--- config.mk ---
export PLATFORM = sky130hd
export DESIGN_NAME = trace_event_scheduler_flat
export DESIGN_NICKNAME = d
export VERILOG_FILES = /design/src/rtl/trace_event_scheduler_if.sv /design/src/rtl/trace_event_scheduler.sv /design/src/flat_wrapper.sv
export SDC_FILE = /design/constraint.sdc
export NUM_CORES = 1
export LEC_CHECK = 0
export ABC_AREA = 0
export CELL_PAD_IN_SITES_DETAIL_PLACEMENT = 1
export CELL_PAD_IN_SITES_GLOBAL_PLACEMENT = 2
export CORE_MARGIN = 2
export CORE_UTILIZATION = 30
export DETAILED_ROUTE_END_ITERATION = 12
export GPL_ROUTABILITY_DRIVEN = 0
export GPL_TIMING_DRIVEN = 0
export PLACE_DENSITY_LB_ADDON = 0.1
export SKIP_CTS_REPAIR_TIMING = 1
export SYNTH_ARGS = -nofsm -noshare
export SYNTH_HDL_FRONTEND = slang
export SYNTH_SLANG_ARGS = --single-unit
--- constraint.sdc ---
create_clock -name clk -period 3.04 [get_ports clk]
set_input_delay 0.608 -clock clk [delete_from_list [all_inputs] [get_ports clk]]
set_output_delay 0.608 -clock clk [all_outputs]
set_load 0.01 [all_outputs]
--- src/rtl/trace_event_scheduler_if.sv ---
// Record output channel of the trace scheduler.
// Head record plus valid/ready handshake.
`timescale 1ns/1ps
interface trace_event_scheduler_if #(
    parameter int WIDTH = 3,
    parameter int TS_W  = 16
) ();
    logic             out_valid;
    logic             out_ready;
    logic             out_kind;
    logic [TS_W-1:0]  out_time;
    logic [WIDTH-1:0] out_data;

    modport master (
        output out_valid,
        output out_kind,
        output out_time,
        output out_data,
        input  out_ready
    );

    modport slave (
        input  out_valid,
        input  out_kind,
        input  out_time,
        input  out_data,
        output out_ready
    );
endinterface

--- src/rtl/trace_event_scheduler.sv ---
// Trace record scheduler: monitor + strobe sources,
// timestamped, one-entry park reg, FWFT record FIFO.
`timescale 1ns/1ps
module trace_event_scheduler #(
    parameter int WIDTH = 3,
    parameter int TS_W  = 16,
    parameter int DEPTH = 4
) (
    input  logic                     clk,
    input  logic                     rst_n,
    input  logic                     mon_en,
    input  logic [WIDTH-1:0]         watch,
    input  logic                     strobe_req,
    input  logic [WIDTH-1:0]         strobe_data,
    trace_event_scheduler_if.master  rec,
    output logic [$clog2(DEPTH):0]   fifo_level,
    output logic [7:0]               drop_cnt,
    output logic                     overflow
);
    localparam int AW = $clog2(DEPTH);
    localparam int LW = AW + 1;

    typedef struct packed {
        logic             kind;
        logic [TS_W-1:0]  ts;
        logic [WIDTH-1:0] data;
    } rec_t;

    typedef enum logic [1:0] {OFF, ARM, RUN} state_t;

    state_t           state, state_d;
    logic [TS_W-1:0]  ts_q;
    logic [WIDTH-1:0] prev;
    logic             mon_ev;
    logic             leave;

    rec_t             mem [DEPTH];
    logic [AW-1:0]    wptr, rptr;
    logic [LW-1:0]    count;

    rec_t             hold, hold_d;
    logic             hold_v, hold_v_d;
    rec_t             wr_rec;
    logic             push, pop, full, can_push, drop;
    rec_t             head;

    // Free-running timestamp, wraps naturally.
    always_ff @(posedge clk or negedge rst_n) begin
        if (!rst_n) ts_q <= '0;
        else        ts_q <= ts_q + TS_W'(1);
    end

    // Monitor state and baseline value.
    always_ff @(posedge clk or negedge rst_n) begin
        if (!rst_n) begin
            state <= OFF;
            prev  <= '0;
        end else begin
            state <= state_d;
            if (state != OFF) prev <= watch;
        end
    end

    // Monitor next state and event detection.
    always_comb begin
        state_d = state;
        mon_ev  = 1'b0;
        leave   = 1'b0;
        unique case (state)
            OFF: if (mon_en) state_d = ARM;
            ARM: begin
                state_d = RUN;
                mon_ev  = 1'b1;
            end
            RUN: begin
                if (!mon_en) begin
                    state_d = OFF;
                    leave   = 1'b1;
                end else if (watch != prev) begin
                    mon_ev = 1'b1;
                end
            end
            default: state_d = OFF;
        endcase
    end

    assign full     = (count == LW'(DEPTH));
    assign pop      = (count != '0) && rec.out_ready;
    assign can_push = !full || pop;

    // Single write port: strobe first, then monitor, then parked record.
    always_comb begin
        push     = 1'b0;
        drop     = 1'b0;
        wr_rec   = '{kind: 1'b1, ts: ts_q, data: strobe_data};
        hold_d   = hold;
        hold_v_d = hold_v;
        if (strobe_req) begin
            if (can_push) push = 1'b1;
            else          drop = 1'b1;
            if (mon_ev) begin
                hold_v_d = 1'b1;
                hold_d   = '{kind: 1'b0, ts: ts_q, data: watch};
            end
        end else if (mon_ev) begin
            if (can_push) begin
                push     = 1'b1;
                wr_rec   = '{kind: 1'b0, ts: ts_q, data: watch};
                hold_v_d = 1'b0;
            end else begin
                hold_v_d = 1'b1;
                hold_d   = '{kind: 1'b0, ts: ts_q, data: watch};
            end
        end else if (hold_v && can_push && !leave) begin
            push     = 1'b1;
            wr_rec   = hold;
            hold_v_d = 1'b0;
        end
        if (leave) hold_v_d = 1'b0;
    end

    // Parked monitor record.
    always_ff @(posedge clk or negedge rst_n) begin
        if (!rst_n) begin
            hold_v <= 1'b0;
            hold   <= '0;
        end else begin
            hold_v <= hold_v_d;
            hold   <= hold_d;
        end
    end

    // Record storage; contents are only visible while counted.
    always_ff @(posedge clk) begin
        if (push) mem[wptr] <= wr_rec;
    end

    // FIFO pointers and occupancy.
    always_ff @(posedge clk or negedge rst_n) begin
        if (!rst_n) begin
            wptr  <= '0;
            rptr  <= '0;
            count <= '0;
        end else begin
            if (push) wptr <= wptr + AW'(1);
            if (pop)  rptr <= rptr + AW'(1);
            unique case ({push, pop})
                2'b10:   count <= count + LW'(1);
                2'b01:   count <= count - LW'(1);
                default: count <= count;
            endcase
        end
    end

    // Drop accounting, saturating counter plus sticky flag.
    always_ff @(posedge clk or negedge rst_n) begin
        if (!rst_n) begin
            drop_cnt <= '0;
            overflow <= 1'b0;
        end else if (drop) begin
            overflow <= 1'b1;
            if (drop_cnt != 8'hFF) drop_cnt <= drop_cnt + 8'd1;
        end
    end

    assign head          = mem[rptr];
    assign rec.out_valid = (count != '0);
    assign rec.out_kind  = rec.out_valid ? head.kind : 1'b0;
    assign rec.out_time  = rec.out_valid ? head.ts   : '0;
    assign rec.out_data  = rec.out_valid ? head.data : '0;
    assign fifo_level    = count;
endmodule

--- src/flat_wrapper.sv ---
// flat-port wrapper written by rule: the top's interface ports become plain ports
module trace_event_scheduler_flat 
#(
    parameter int WIDTH = 3,
    parameter int TS_W  = 16,
    parameter int DEPTH = 4
)
  (clk, rst_n, mon_en, watch, strobe_req, strobe_data, fifo_level, drop_cnt, overflow, rec_out_valid, rec_out_kind, rec_out_time, rec_out_data, rec_out_ready);
  trace_event_scheduler_if #(.WIDTH(WIDTH), .TS_W(TS_W)) rec_i ();
  input  logic clk;
  input  logic rst_n;
  input  logic mon_en;
  input  logic [WIDTH-1:0] watch;
  input  logic strobe_req;
  input  logic [WIDTH-1:0] strobe_data;
  output logic [$clog2(DEPTH):0] fifo_level;
  output logic [7:0] drop_cnt;
  output logic overflow;
  output wire logic [$bits(rec_i.out_valid)-1:0] rec_out_valid;
  output wire logic [$bits(rec_i.out_kind)-1:0] rec_out_kind;
  output wire logic [$bits(rec_i.out_time)-1:0] rec_out_time;
  output wire logic [$bits(rec_i.out_data)-1:0] rec_out_data;
  input wire logic [$bits(rec_i.out_ready)-1:0] rec_out_ready;
  assign rec_out_valid = rec_i.out_valid;
  assign rec_out_kind = rec_i.out_kind;
  assign rec_out_time = rec_i.out_time;
  assign rec_out_data = rec_i.out_data;
  assign rec_i.out_ready = rec_out_ready;
  trace_event_scheduler #(.WIDTH(WIDTH), .TS_W(TS_W), .DEPTH(DEPTH)) u_core (.clk(clk), .rst_n(rst_n), .mon_en(mon_en), .watch(watch), .strobe_req(strobe_req), .strobe_data(strobe_data), .rec(rec_i), .fifo_level(fifo_level), .drop_cnt(drop_cnt), .overflow(overflow));
endmodule
# Word-level counts from Yosys, hierarchy flattened

Memories as Yosys holds them, arrays and structs flattened.
Cells that the tools add are included.

Logic and storage cells: 78
Flip-flop bits (word level): 58
Input bits: 11
Bits in writable memories: 80
Output and inout bits: 33
Memories kept: 1

Memory list:

| memory     | depth | bits a word | read ports | clocked after Yosys merged registers in | wr ports | RTL line                    | text |
|---|---|---|---|---|---|---|---|
| u_core.mem | 4     | 20          | 1          | 0                                       | 1        | trace_event_scheduler.sv:37 | `rec_t mem [DEPTH];` |

Add/sub/neg operators: 6
Multiplexer cells: 33
Reduce and logical (&&, ||, !) cells: 15
Equal/unequal tests: 11

Operator list:

| kind                    | count |
|---|---|
| $mux W20                | 8 |
| $mux W1                 | 18 |
| $add A16 B1 Y16 const B | 1 |
| $mux W16                | 1 |
| $add A8 B1 Y8 const B   | 1 |
| $ne A8 B8 Y1 const B    | 1 |
| $reduce_and A2 Y1       | 4 |
| $ne A2 B2 Y1 const B    | 3 |
| $pmux W2 S3             | 1 |
| $pmux W3 S2             | 1 |
| $reduce_bool A3 Y1      | 2 |
| $add A2 B1 Y2 const B   | 2 |
| $eq A2 B1 Y1 const B    | 2 |
| $eq A2 B2 Y1 const B    | 2 |
| $mux W2                 | 2 |
| $reduce_bool A2 Y1      | 2 |
| $add A3 B1 Y3 const B   | 1 |
| $eq A3 B3 Y1 const B    | 1 |
| $logic_and A1 B1 Y1     | 3 |
| $mux W3                 | 1 |
| $ne A3 B1 Y1 const B    | 1 |
| $ne A3 B3 Y1            | 1 |
| $sub A3 B1 Y3 const B   | 1 |
| $logic_not A1 Y1        | 2 |
| other kinds (3)         | 3 |

# Longest topological paths before layout

Depth in word-level cells: 10
Gate-level depth with buffers: 12
Depth with buffers taken out: 12

# Least setup slack after synthesis

OpenSTA, ideal clock, no wires.

Path type: input -> register
Start: input port watch[2]
End: memory u_core.mem[0][0] in the netlist's numbering (enable)
Slack: -104 ps
Stages: 4
Required time: 2613 ps
Library setup time: 427 ps
Arrival time: 2717 ps
Buffers on the path: 0
Path through: xor2_1 -> or4_4 -> a21oi_1 -> nor3b_1

Longest elaborated chain between the ends: 8

Ends and longest elaborated chain:

| element                       | RTL line                     | text |
|---|---|---|
| start: declaration            | flat_wrapper.sv:13           | `input logic [WIDTH-1:0] watch;` |
| $ne A3 B3 Y1                  | trace_event_scheduler.sv:79  | `end else if (watch != prev) begin` |
| $mux W1                       | trace_event_scheduler.sv:79  |  |
| $mux W1                       | trace_event_scheduler.sv:76  | `if (!mon_en) begin` |
| $pmux W1 S2                   | trace_event_scheduler.sv:69  | `unique case (state)` |
| $mux W1                       | trace_event_scheduler.sv:105 | `end else if (mon_ev) begin` |
| $mux W1                       | trace_event_scheduler.sv:98  | `if (strobe_req) begin` |
| $mux W1                       | trace_event_scheduler.sv:135 | `if (push) mem[wptr] <= wr_rec;` |
| $mux W1 (implied by the code) | trace_event_scheduler.sv:135 |  |
| end: declaration              | trace_event_scheduler.sv:37  |  |

Every way passes these cells.

# Worst setup path after layout

Start: register u_core.rptr[0]
End: output port rec_out_time[5]

Longest elaborated chain between the ends: 2

Ends and longest elaborated chain:

| element                  | RTL line                     | text |
|---|---|---|
| start: declaration       | trace_event_scheduler.sv:38  | `logic [AW-1:0] wptr, rptr;` |
| start signal: assignment | trace_event_scheduler.sv:146 | `if (pop) rptr <= rptr + AW'(1);` |
| $mem_v2 Z4 W20           | --                           |  |
| $mux W16                 | trace_event_scheduler.sv:169 | `assign rec.out_time = rec.out_valid ? head.ts : '0;` |
| end: declaration         | flat_wrapper.sv:21           | `output wire logic [$bits(rec_i.out_time)-1:0] rec_out_time;` |

Every way passes these cells.

==> summary.txt <==
Power
  – Seq pwr share: 0.373
  – Power share of the clock group: 0.275
  – Power Total: 7.293 mW
  – Maximum vdd drop: 0.3870 mV
  – Sw frac: 0.3069
  – Combinational power share: 0.352
  – Leak: 2.915 nW
  – Internal power: 5.055 mW
  – Power per cell area: 975.3 nW/um2
  – Switch Pwr: 2.238 mW

Logic synthesis
  – Sequential share of the synthesized area: 0.6367
  – Avg Cell Area, Syn: 15.82 um2
  – Syn Inst Count: 380
  – Ranking of synthesized cells by area: edfxtp_1 (40%), dfrtp_1 (24%), mux4_2 (7.5%)
  – Fraction of registers with async set/reset: 0.4161
  – Synthesis Warnings: 0
  – EDFF count, synth: 80
  – Yosys reg bits: 137
  – Syn_nets: 403
  – Yosys top cell by area: edfxtp_1
  – Top FF cell, synth: edfxtp_1
  – Top cell type's share of synthesized area: 0.3995
  – Post-Syn Area: 6013 um2
  – Yosys cell types: 45

Finish
  – Most frequent cells in the layout: edfxtp_1 (80), dfrtp_1 (57), clkdlybuf4s50_1 (41), mux2_2 (26), and2_1 (23)
  – Layout cell share with drive strength beyond 1: 0.2457
  – Design area: 7477 um2
  – Area growth, synth to finish: 24.34%
  – # diodes: 0
  – Commonest non-fill, non-tap cell in the layout: edfxtp_1
  – Final core utilization: 0.3817
  – Fillcell total: 2019
  – Fin nets: 474

Placed design
  – Input/output buffers: 42
  – Area after DPL: 6873 um2
  – Post-detail-place hpwl: 8707 um

Floorplan
  – Die area: 21190 um2
  – Floorplan core area: 19590 um2
  – Io pins: 44
  – Die Width: 145.6 um
  – Row count: 51
  – Die height: 145.6 um
  – Starting density of the core: 0.3070

Worst hold path
  – Min-Delay Path Class: in -> async

Critical path
  – Crit Path Max Fanout: 10
  – Worst r2r src: u_core.state[0]
  – Worst Setup EP: rec_out_time[5]
  – CP Class: reg -> out
  – CP Launch Type: flip-flop
  – Reg-to-reg endpoint: u_core.fifo_level[2]
  – Worst EP required: 2.43 ns
  – Endpoint type of the worst setup path: primary output
  – Worst EP arrival: 2.35 ns
  – Worst r2r path cells: 12
  – R2r setup slk: 0.22 ns
  – CP startpoint: u_core.rptr[0]

Timing
  – Final Skew: 0.006935 ns
  – Fin. Hold Viols: 0
  – Unrepaired setup endpoints after global routing: yes
  – Tcrit/Tclk final: 0.9740
  – Worst-Margin Slew: 0.8016 ns
  – Max Freq: 0.3377 GHz
  – Final Max Slew Viols: 0
  – Endpoints failing setup: 0
  – Relative slew margins: 0.4656
  – Final period demand of the worst path: 2.961 ns

Drt
  – Avg Vias per Cell: 4.620
  – Post-DRT Antenna Nets: 0
  – Total Wirelength: 12610 um
  – Iteration-0 DRC Markers: 194
  – Residual DRC count: 0
  – 1st-pass router iterations: 4
  – Vias: 3368
  – DR WL/cell: 17.30 um

GRT
  – Number of global-route vias before repair: 3602
  – Global Route Usage Sum: 0.1267
  – Wire length of the first global-routing pass: 20670 um
  – Initial antenna violation count: 0
  – Largest net degree at the start of global routing: 58
  – Total congestion overflow: 0

Outcome
  – Status: finished, final reports clean

Clocking
  – Clk_lat worst skew: 0.41 ns
  – CTS buffer count: 17
  – CTS tree: built
  – Htree depth: 4
  – Clock sink total: 137
  – Max Buffers Root-to-Sink: 2
  – CTS Root Buffer Type: clkbuf_16
  – Clock transition at the registers of the reported paths: 0.06 ns

Run
  – Maxcap violations: 0
## worst max-delay path, stage by stage, from the launching register on
cell	delay [ns]
dfrtp_1	0.43
buf_4	0.29
mux4_2	0.53
and2_1	0.21
clkdlybuf4s50_1	0.48
## cell families after synthesis
family,synth area share
adders and majority gates,0.02622
DFF,0.6367
muxes,0.1577
buffers and inverters,0.02206
and+or+nand+nor,0.08386
AOI/OAI and AO/OA,0.03121
xor gates and xnor gates,0.04224
## power by group through the flow
stage | registers, mW | clock network (mW) | logic (mW)
6_report | 2.72 | 2.00 | 2.57
4_1_cts | 2.73 | 2.08 | 2.61
5_1_grt | 2.77 | 2.16 | 2.83
3_5_place_dp | 2.76 | 0 | 2.60
3_3_place_gp | 2.77 | 0 | 2.46
2_1_floorplan | 2.73 | 0 | 1.49
## sequential cells by signal, indices dropped and copies added (netlist names)
signal	cells
u_core.rptr	2
u_core.wptr	2
u_core.overflow	1
u_core.mem	80
u_core.fifo_level	3
u_core.hold	19
u_core.ts_q	16
u_core.prev	3
u_core.state	2
u_core.hold_v	1
u_core.drop_cnt	8
## per-stage QoR
stage / worst slack, ns / hold slack (ns) / setup TNS, ns / instances
3_5_place_dp: -0.4539 / 0.4750 / -6.850 / 695
4_1_cts: -0.1307 / 0.3083 / -1.197 / 727
6_report: 0.07898 / 0.2584 / 0 / 729
2_1_floorplan: -0.1039 / 0.3124 / -8.314 / 380
5_1_grt: -0.05754 / 0.3127 / -0.3106 / 729
3_3_place_gp: -2.323 / 0.4368 / -236.59 / 687
## metal layers
metal / vias to the layer above / track usage / wire [um]
li1: 1565 / - / -
met1: 1749 / 0.1767 / 6238
met2: 45 / 0.1969 / 5915
met3: 9 / 0.03072 / 340
met4: 0 / 0.03824 / 115
met5: - / 0 / 0
## how the worst min path moves through the flow
stage	start	endpoint	slack, ns	cells after the start
floorplan	rst_n	u_core.drop_cnt[0]	0.31	0
global placement	u_core.overflow	u_core.overflow	0.44	1
detailed placement	u_core.hold[8]	u_core.hold[8]	0.47	1
CTS	rst_n	u_core.drop_cnt[4]	0.31	1
global route	rst_n	u_core.drop_cnt[4]	0.31	1
finish	rst_n	u_core.drop_cnt[4]	0.26	1
## final cells by class
cell class / count / area [um2] / area share
Multi-Input combinational cell: 216 / 2076 / 0.2776
Inverter: 14 / 52.55 / 0.007028
Sequential cell: 137 / 3829 / 0.5120
Tap cell: 265 / 331.6 / 0.04434
Buffer: 13 / 88.84 / 0.01188
Clock inverter: 14 / 147.6 / 0.01975
Timing Repair Buffer: 52 / 523.0 / 0.06995
Clock buffer: 18 / 429.2 / 0.05740
## synth_stat cells, types with 2 or more instances
master / instances
a21o_1: 3
a21oi_1: 2
and2_1: 23
and3_1: 3
buf_2: 3
clkbuf_1: 7
dfrtp_1: 57
edfxtp_1: 80
ha_1: 11
inv_1: 14
mux2_1: 4
mux2_2: 26
mux2_4: 10
mux4_2: 20
nand2_1: 18
nand3_1: 14
nand4_1: 4
nor2_1: 10
nor3_1: 5
nor3b_1: 4
o2111ai_1: 4
o211a_1: 2
o211ai_1: 3
o21ai_0: 4
o221ai_1: 2
xnor2_1: 11
xor2_1: 18
No activity file was read; power rests on OpenSTA's default activity.
